[src/rtl/cpu_pkg.sv]
// Shared definitions for the trainer-board CPU front end: FSM encoding,
// instruction field positions and opcodes.
package cpu_pkg;

  typedef enum logic [2:0] {
    ST_IDLE    = 3'd0,
    ST_ARM     = 3'd1,
    ST_FIRE    = 3'd2,
    ST_HELD    = 3'd3,
    ST_RELEASE = 3'd4
  } state_t;

  localparam int CNT_W = 20;

  localparam int OPC_MSB = 7;
  localparam int OPC_LSB = 4;
  localparam int DST_MSB = 3;
  localparam int DST_LSB = 2;
  localparam int SRC_MSB = 1;
  localparam int SRC_LSB = 0;

  localparam logic [3:0] OP_ADD = 4'b0001;
  localparam logic [3:0] OP_SUB = 4'b0010;

endpackage

[src/rtl/sync2.sv]
// Two-flop synchroniser of configurable width with asynchronous active-low clear.
module sync2 #(
  parameter int WIDTH = 1
) (
  input  logic             clk,
  input  logic             rst_n,
  input  logic [WIDTH-1:0] d,
  output logic [WIDTH-1:0] q
);

  logic [WIDTH-1:0] meta_q;
  logic [WIDTH-1:0] sync_q;

  always_ff @(posedge clk or negedge rst_n) begin
    if (!rst_n) begin
      meta_q <= '0;
      sync_q <= '0;
    end else begin
      meta_q <= d;
      sync_q <= meta_q;
    end
  end

  assign q = sync_q;

endmodule

[src/rtl/dip_instr_latch.sv]
// Synchronises the DIP bank and activate button, debounces the button and hands one
// instruction per press to the CPU over valid/ready. Debounce built only with DIP_DEBOUNCE_EN.
module dip_instr_latch
  import cpu_pkg::*;
#(
  parameter int unsigned DEBOUNCE_CYCLES = 250000
) (
  input  logic       clk,
  input  logic       rst_n,
  input  logic [7:0] trainer_dip,
  input  logic       activate_button,
  input  logic       instr_ready,
  output logic [7:0] instr,
  output logic       instr_valid,
  output logic       overrun,
  output logic [7:0] instr_count,
  output logic       busy
);

  logic       btn_s;
  logic [7:0] dip_s;

  sync2 #(.WIDTH(1)) u_btn_sync (.clk(clk), .rst_n(rst_n), .d(activate_button), .q(btn_s));
  sync2 #(.WIDTH(8)) u_dip_sync (.clk(clk), .rst_n(rst_n), .d(trainer_dip),     .q(dip_s));

  state_t     state_q, state_d;
  logic [7:0] instr_q, instr_d;
  logic       valid_q, valid_d;
  logic       overrun_q, overrun_d;
  logic [7:0] count_q, count_d;
  logic       xfer;

  assign xfer = valid_q & instr_ready;

`ifdef DIP_DEBOUNCE_EN
  localparam logic [CNT_W-1:0] DB_LIMIT = CNT_W'(DEBOUNCE_CYCLES);
  logic [CNT_W-1:0] cnt_q, cnt_d;
  logic [CNT_W-1:0] cnt_inc;

  // Saturating increment so an oversized limit can never wrap back to zero.
  assign cnt_inc = (cnt_q == '1) ? cnt_q : cnt_q + CNT_W'(1);

  always_ff @(posedge clk or negedge rst_n) begin
    if (!rst_n) cnt_q <= '0;
    else        cnt_q <= cnt_d;
  end
`else
  logic unused_debounce;
  assign unused_debounce = ^DEBOUNCE_CYCLES;
`endif

  always_comb begin
    state_d   = state_q;
    instr_d   = instr_q;
    valid_d   = valid_q;
    overrun_d = overrun_q;
    count_d   = count_q;
`ifdef DIP_DEBOUNCE_EN
    cnt_d     = cnt_q;
`endif

    if (xfer) begin
      valid_d = 1'b0;
      count_d = count_q + 8'd1;
    end

    case (state_q)
      ST_IDLE: begin
        if (btn_s) begin
`ifdef DIP_DEBOUNCE_EN
          state_d = ST_ARM;
          cnt_d   = CNT_W'(1);
`else
          state_d = ST_FIRE;
`endif
        end
      end
`ifdef DIP_DEBOUNCE_EN
      ST_ARM: begin
        if (!btn_s) begin
          state_d = ST_IDLE;
          cnt_d   = '0;
        end else if (cnt_q == DB_LIMIT) begin
          state_d = ST_FIRE;
          cnt_d   = '0;
        end else begin
          cnt_d = cnt_inc;
        end
      end
`endif
      ST_FIRE: begin
        // A transfer in this same cycle frees the slot, so the new word may replace it.
        if (!valid_q || instr_ready) begin
          instr_d = dip_s;
          valid_d = 1'b1;
        end else begin
          overrun_d = 1'b1;
        end
        state_d = ST_HELD;
      end
      ST_HELD: begin
        if (!btn_s) begin
`ifdef DIP_DEBOUNCE_EN
          state_d = ST_RELEASE;
          cnt_d   = CNT_W'(1);
`else
          state_d = ST_IDLE;
`endif
        end
      end
`ifdef DIP_DEBOUNCE_EN
      ST_RELEASE: begin
        if (btn_s) begin
          state_d = ST_HELD;
          cnt_d   = '0;
        end else if (cnt_q == DB_LIMIT) begin
          state_d = ST_IDLE;
          cnt_d   = '0;
        end else begin
          cnt_d = cnt_inc;
        end
      end
`endif
      default: state_d = ST_IDLE;
    endcase
  end

  always_ff @(posedge clk or negedge rst_n) begin
    if (!rst_n) begin
      state_q   <= ST_IDLE;
      instr_q   <= 8'h00;
      valid_q   <= 1'b0;
      overrun_q <= 1'b0;
      count_q   <= 8'h00;
    end else begin
      state_q   <= state_d;
      instr_q   <= instr_d;
      valid_q   <= valid_d;
      overrun_q <= overrun_d;
      count_q   <= count_d;
    end
  end

  assign instr       = instr_q;
  assign instr_valid = valid_q;
  assign overrun     = overrun_q;
  assign instr_count = count_q;
  assign busy        = (state_q != ST_IDLE);

endmodule

[config.mk]
export PLATFORM = sky130hd
export DESIGN_NAME = dip_instr_latch
export DESIGN_NICKNAME = d
export VERILOG_FILES = /design/src/rtl/cpu_pkg.sv /design/src/rtl/sync2.sv /design/src/rtl/dip_instr_latch.sv
export SDC_FILE = /design/constraint.sdc
export NUM_CORES = 1
export LEC_CHECK = 0
export CORE_MARGIN = 8
export CORE_UTILIZATION = 25
export DETAILED_ROUTE_END_ITERATION = 8
export SLEW_MARGIN = 20
export SYNTH_ARGS = -nofsm -noshare
export SYNTH_HDL_FRONTEND = slang
export SYNTH_SLANG_ARGS = --single-unit
[constraint.sdc]
create_clock -name clk -period 1.1 [get_ports clk]
set_input_delay 0.11 -clock clk [delete_from_list [all_inputs] [get_ports clk]]
set_output_delay 0.11 -clock clk [all_outputs]
set_load 0.005 [all_outputs]
======== Yosys cells after proc, flatten, opt, wreduce, memory -nomap -nowiden ========
Index checks and enable logic that the tools add are counted.
word-level totals
  register bits ........................... 39
  input port bits ......................... 12
  output and inout port bits .............. 19
  logic and storage cells ................. 29
operators by class
  add/sub/neg operators ................... 1
  eq/ne operators ......................... 4
  muxes and demuxes ....................... 6
  bitwise gates (word level) .............. 2
  reduce and logical (&&, ||, !) cells .... 7
operators by type and width
  kind                                            count
  one-hot mux 3 bit (3 select lines)              1
  adder 8 x 1 -> 8 bit (second input constant)    1
  == test 3 x 2 -> 1 bit (second input constant)  2
  two-way mux 3 bit                               2
  AND reduction 2 bit                             3
  logical NOT 3 bit                               1
  two-way mux 1 bit                               3
  nonzero test 3 bit                              1
  != test 2 x 1 -> 1 bit (second input constant)  1
  != test 2 bit (second input constant)           1
  bitwise AND 1 bit                               1
  logical NOT 1 bit                               1
  logical OR 1 bit                                1
  inverter 1 bit                                  1

======== Longest topological paths before layout ========
  depth in word-level cells ............... 4
  gate-level depth with buffers ........... 3
  depth with buffers taken out ............ 3

======== Modules after synthesis ========
A second synthesis with hierarchy kept.
unflattened totals
  cell total of the unflattened synthesis .. 74
  area total of the unflattened synthesis .. 1262.5 um^2
by module, submodules not included
  module               instances  cells each  area each (um^2)  seq. area each (um^2)
  dip_instr_latch      1          56          812.0             500.5
  sync2 at u_dip_sync  1          16          400.4             400.4
  sync2 at u_btn_sync  1          2           50.0              50.0

======== Least setup slack after synthesis ========
No wires, ideal clock.
  kind .................................... flip-flop to flip-flop
  start point ............................. register state_q[0]
  end point ............................... register instr_q[0] (netlist: instr[0])
  library setup time ...................... 125 ps
  arrival ................................. 1065 ps
  required time ........................... 975 ps
  path slack .............................. -90 ps
  cell stages (with the launch flop) ...... 4
  path buffers ............................ 0
  period minus slack after synthesis ...... 1190 ps
  cell sequence ........................... dfrtp_1 nand2b_2 nor2_8 mux2_4
on the way
  longest elaborated chain between the ends .. 2
RTL lines
  item                                  line                    source
  start, declared                       dip_instr_latch.sv:26   state_t state_q, state_d;
  start signal, assigned                dip_instr_latch.sv:136  state_q <= state_d;
  == test 3 x 2 -> 1 bit                dip_instr_latch.sv:67   case (state_q)
  AND reduction 2 bit (no source line)  n/a
  end signal, assigned                  dip_instr_latch.sv:137  instr_q <= instr_d;
  end, declared                         dip_instr_latch.sv:27   logic [7:0] instr_q, instr_d;
Every way passes these cells.
A chain may end at the register's enable or synchronous reset.

======== Final worst setup path ========
  start point ............................. register state_q[1]
  end point ............................... register instr_q[1] (netlist: instr[1])
The elaborated chain is that of the path after synthesis.

==> reports/qor.yml <==
status: "finished with violations"
violations: "setup timing"
track_usage: 0.0729
viasPerCell: 3.81
yosys_most_used_dff: "dfrtp_1"
rsz0062_at_grt: "yes"
pin_count: 31
syn_to_final_growth_pct: 51.4
clkPwrFrac: 0.224
drive_above_1_share: 0.336
cp_slowest_stage_delay_ps: 390
worst_setup_path_end_kind: "flop"
multi_input_area_um2: 367
grt_overflow: 0
fmax_ghz: 0.811
cts_max_path_buffers: 2
r2r_end: "instr[1]"
period_minus_slack_ps: 1230
place_area_um2: 1740
syn_area_per_cell_um2: 17.5
grt_pass1_vias: 844
first_iter_violations: 24
clockRootBuffer: "clkbuf_8"
drt_pre_antenna_iters: 4
power_switching_uw: 1360
fin_util: 0.389
port-buffer-count: 30
diodes: 0
hold_slack_ps: 264
synth_nets: 87
core_um2: 5040
synth.distinct_cells: 20
dieWidth_um: 88.0
arrival_ps: 1400
ys_top_cells_by_area: "dfrtp_1 (73%), mux2_4 (9.3%), xnor2_1 (4.7%)"
die_h_um: 88.0
synth_edf_count: 0
critPathRequiredTime_ps: 1260
drtAntennaViolNets: 0
start_kind: "flop"
grt_max_degree: 39
die_area_um2: 7740
fin_cells: 201
min-delay-start: "trainer_dip[0]"
placed_cells: 180
critPathMaxFanout: 8
hold_depth: 1
start_util: 0.257
maxCapViolations: 0
yosysTopAreaCellShare: 0.734
cts_buffers: 5
h-tree-depth: 2
synthCells: 74
fin_skew_ps: 8.96
tightestPinTransition_ps: 214
ys_async_sr_fraction: 1.00
antenna_found_initial: 0
ir_worst_vdd_mv: 1.59
timing.final.crit_share: 1.12
pwr-share-seq: 0.390
drt-total-wl_um: 2510
synth_top_cell_by_area: "dfrtp_1"
crit_family: "flip-flops"
combPwrFrac: 0.386
hold_viol: 0
clock_latency_ps: 290
tritoncts: "built"
grt_pass1_wl_um: 4050
final_nets: 143
crit_start: "state_q[1]"
path_clk_slew_ps: 70
synth-seq-cells: 38
setup_slack_ps: -133
fill_cells: 489
power_leakage_uw: 0.000899
worstSetupPathType: "flop to flop"
fp-row-count: 26
gp_congestion: 0.680
path_cells: "buf_4 -> nand2b_4 -> nor2_8 -> mux2_4"
cellPowerDensity_nw_per_um2: 2570
seq_area_frac_synth: 0.734
slowest_stage: "dfrtp_1"
vias: 766
slew_headroom: 0.857
synth_area_um2: 1290
seq_area_um2: 951
internal-power_uw: 3680
swShare: 0.269
worstSetupEndpoint: "instr[1]"
clkSinkCount: 38
worst-path-stages: 4
design_area_um2: 1960
reg2reg_depth: 4
setup_viol: 10
synth_warnings: 0
drt-wirelength-per-cell_um: 12.5
dp_slack_ps: -333
remaining_drc_errors: 0
crit_buf_inv: 1
min_path_type: "input pin to flop"
r2r_slack_ps: -130
slew_violations: 0
timing.rr.start: "state_q[1]"
-- cell usage after synthesis (2+ instances only) --
cell type,count
dfrtp_1,38
mux2_4,8
nand3_1,4
nand4_1,2
xnor2_1,7
-- layout by cell type (no fill, tap or decap), types with 2 or more instances in the layout --
cell type / instances
clkdlybuf4s50_1: 10
buf_2: 2
clkbuf_1: 2
buf_6: 4
nand3_1: 4
clkdlybuf4s15_1: 5
mux2_4: 8
nand4_1: 2
xnor2_1: 7
dlygate4sd2_1: 12
dfrtp_1: 38
and3_4: 2
clkbuf_8: 5
buf_4: 14
-- how the worst min path moves through the flow --
| stage | slack, ps | to |
|---|---|---|
| 2_1_floorplan | -190 | instr[0] |
| 3_3_place_gp | 80 | u_dip_sync.meta_q[6] |
| 3_5_place_dp | 90 | u_dip_sync.meta_q[6] |
| 4_1_cts | 250 | u_dip_sync.meta_q[0] |
| 5_1_grt | 260 | u_btn_sync.meta_q |
| 6_report | 260 | u_dip_sync.meta_q[0] |
-- metrics by stage --
| step | total power [uW] | TNS (ps) |
|---|---|---|
| floorplan | 2840 | -408 |
| global placement | 3750 | -3630 |
| detailed placement | 3820 | -4530 |
| CTS | 4980 | -1150 |
| global route | 5380 | -1710 |
| finish | 5040 | -1150 |
-- kinds of logic after synthesis --
group           share of synthesized area
mux                                 0.101
flops                               0.734
buf+inv                           0.00290
simple gates                       0.0860
compound gates                     0.0184
xor+xnor                           0.0473
fa+ha+maj                         0.00966
-- registers in the layout, indices dropped and copies added (netlist names) --
name               cells
instr                  8
instr_count            8
u_dip_sync.meta_q      8
u_dip_sync.q           8
state_q                2
instr_valid            1
overrun                1
u_btn_sync.meta_q      1
u_btn_sync.q           1
-- metal layers --
layer	wire length, um	global-route usage	vias up
met5	0	0	-
met4	39	0.0375	0
met3	157	0.0403	4
met2	1290	0.112	19
met1	1030	0.0787	384
li1	-	-	359
-- final cells by class --
class	count	area share
flip-flops and latches	38	0.485
repair buffers	49	0.227
multi-input cells	35	0.187
well taps	70	0.0447
clock buffers	7	0.0389
clock inverters	1	0.0153
inverters	1	0.00191
-- power by group through the flow --
stage	logic, uW	registers (uW)	clock network, uW
detailed placement	1790	2030	0
finish	1950	1960	1130
floorplan	802	2040	0
global placement	1730	2020	0
CTS	1860	1960	1160
global route	2130	2020	1230
-- timing repair --
item                                    CTS  global route
endpoints found under the setup margin   28            20
setup buffers                            10             2
pin swaps                                 1             2
hold buffers                              1             0
gates resized for setup                  28             9
hold endpoints to repair                 38             0
Power figures use the tool's default switching activity.
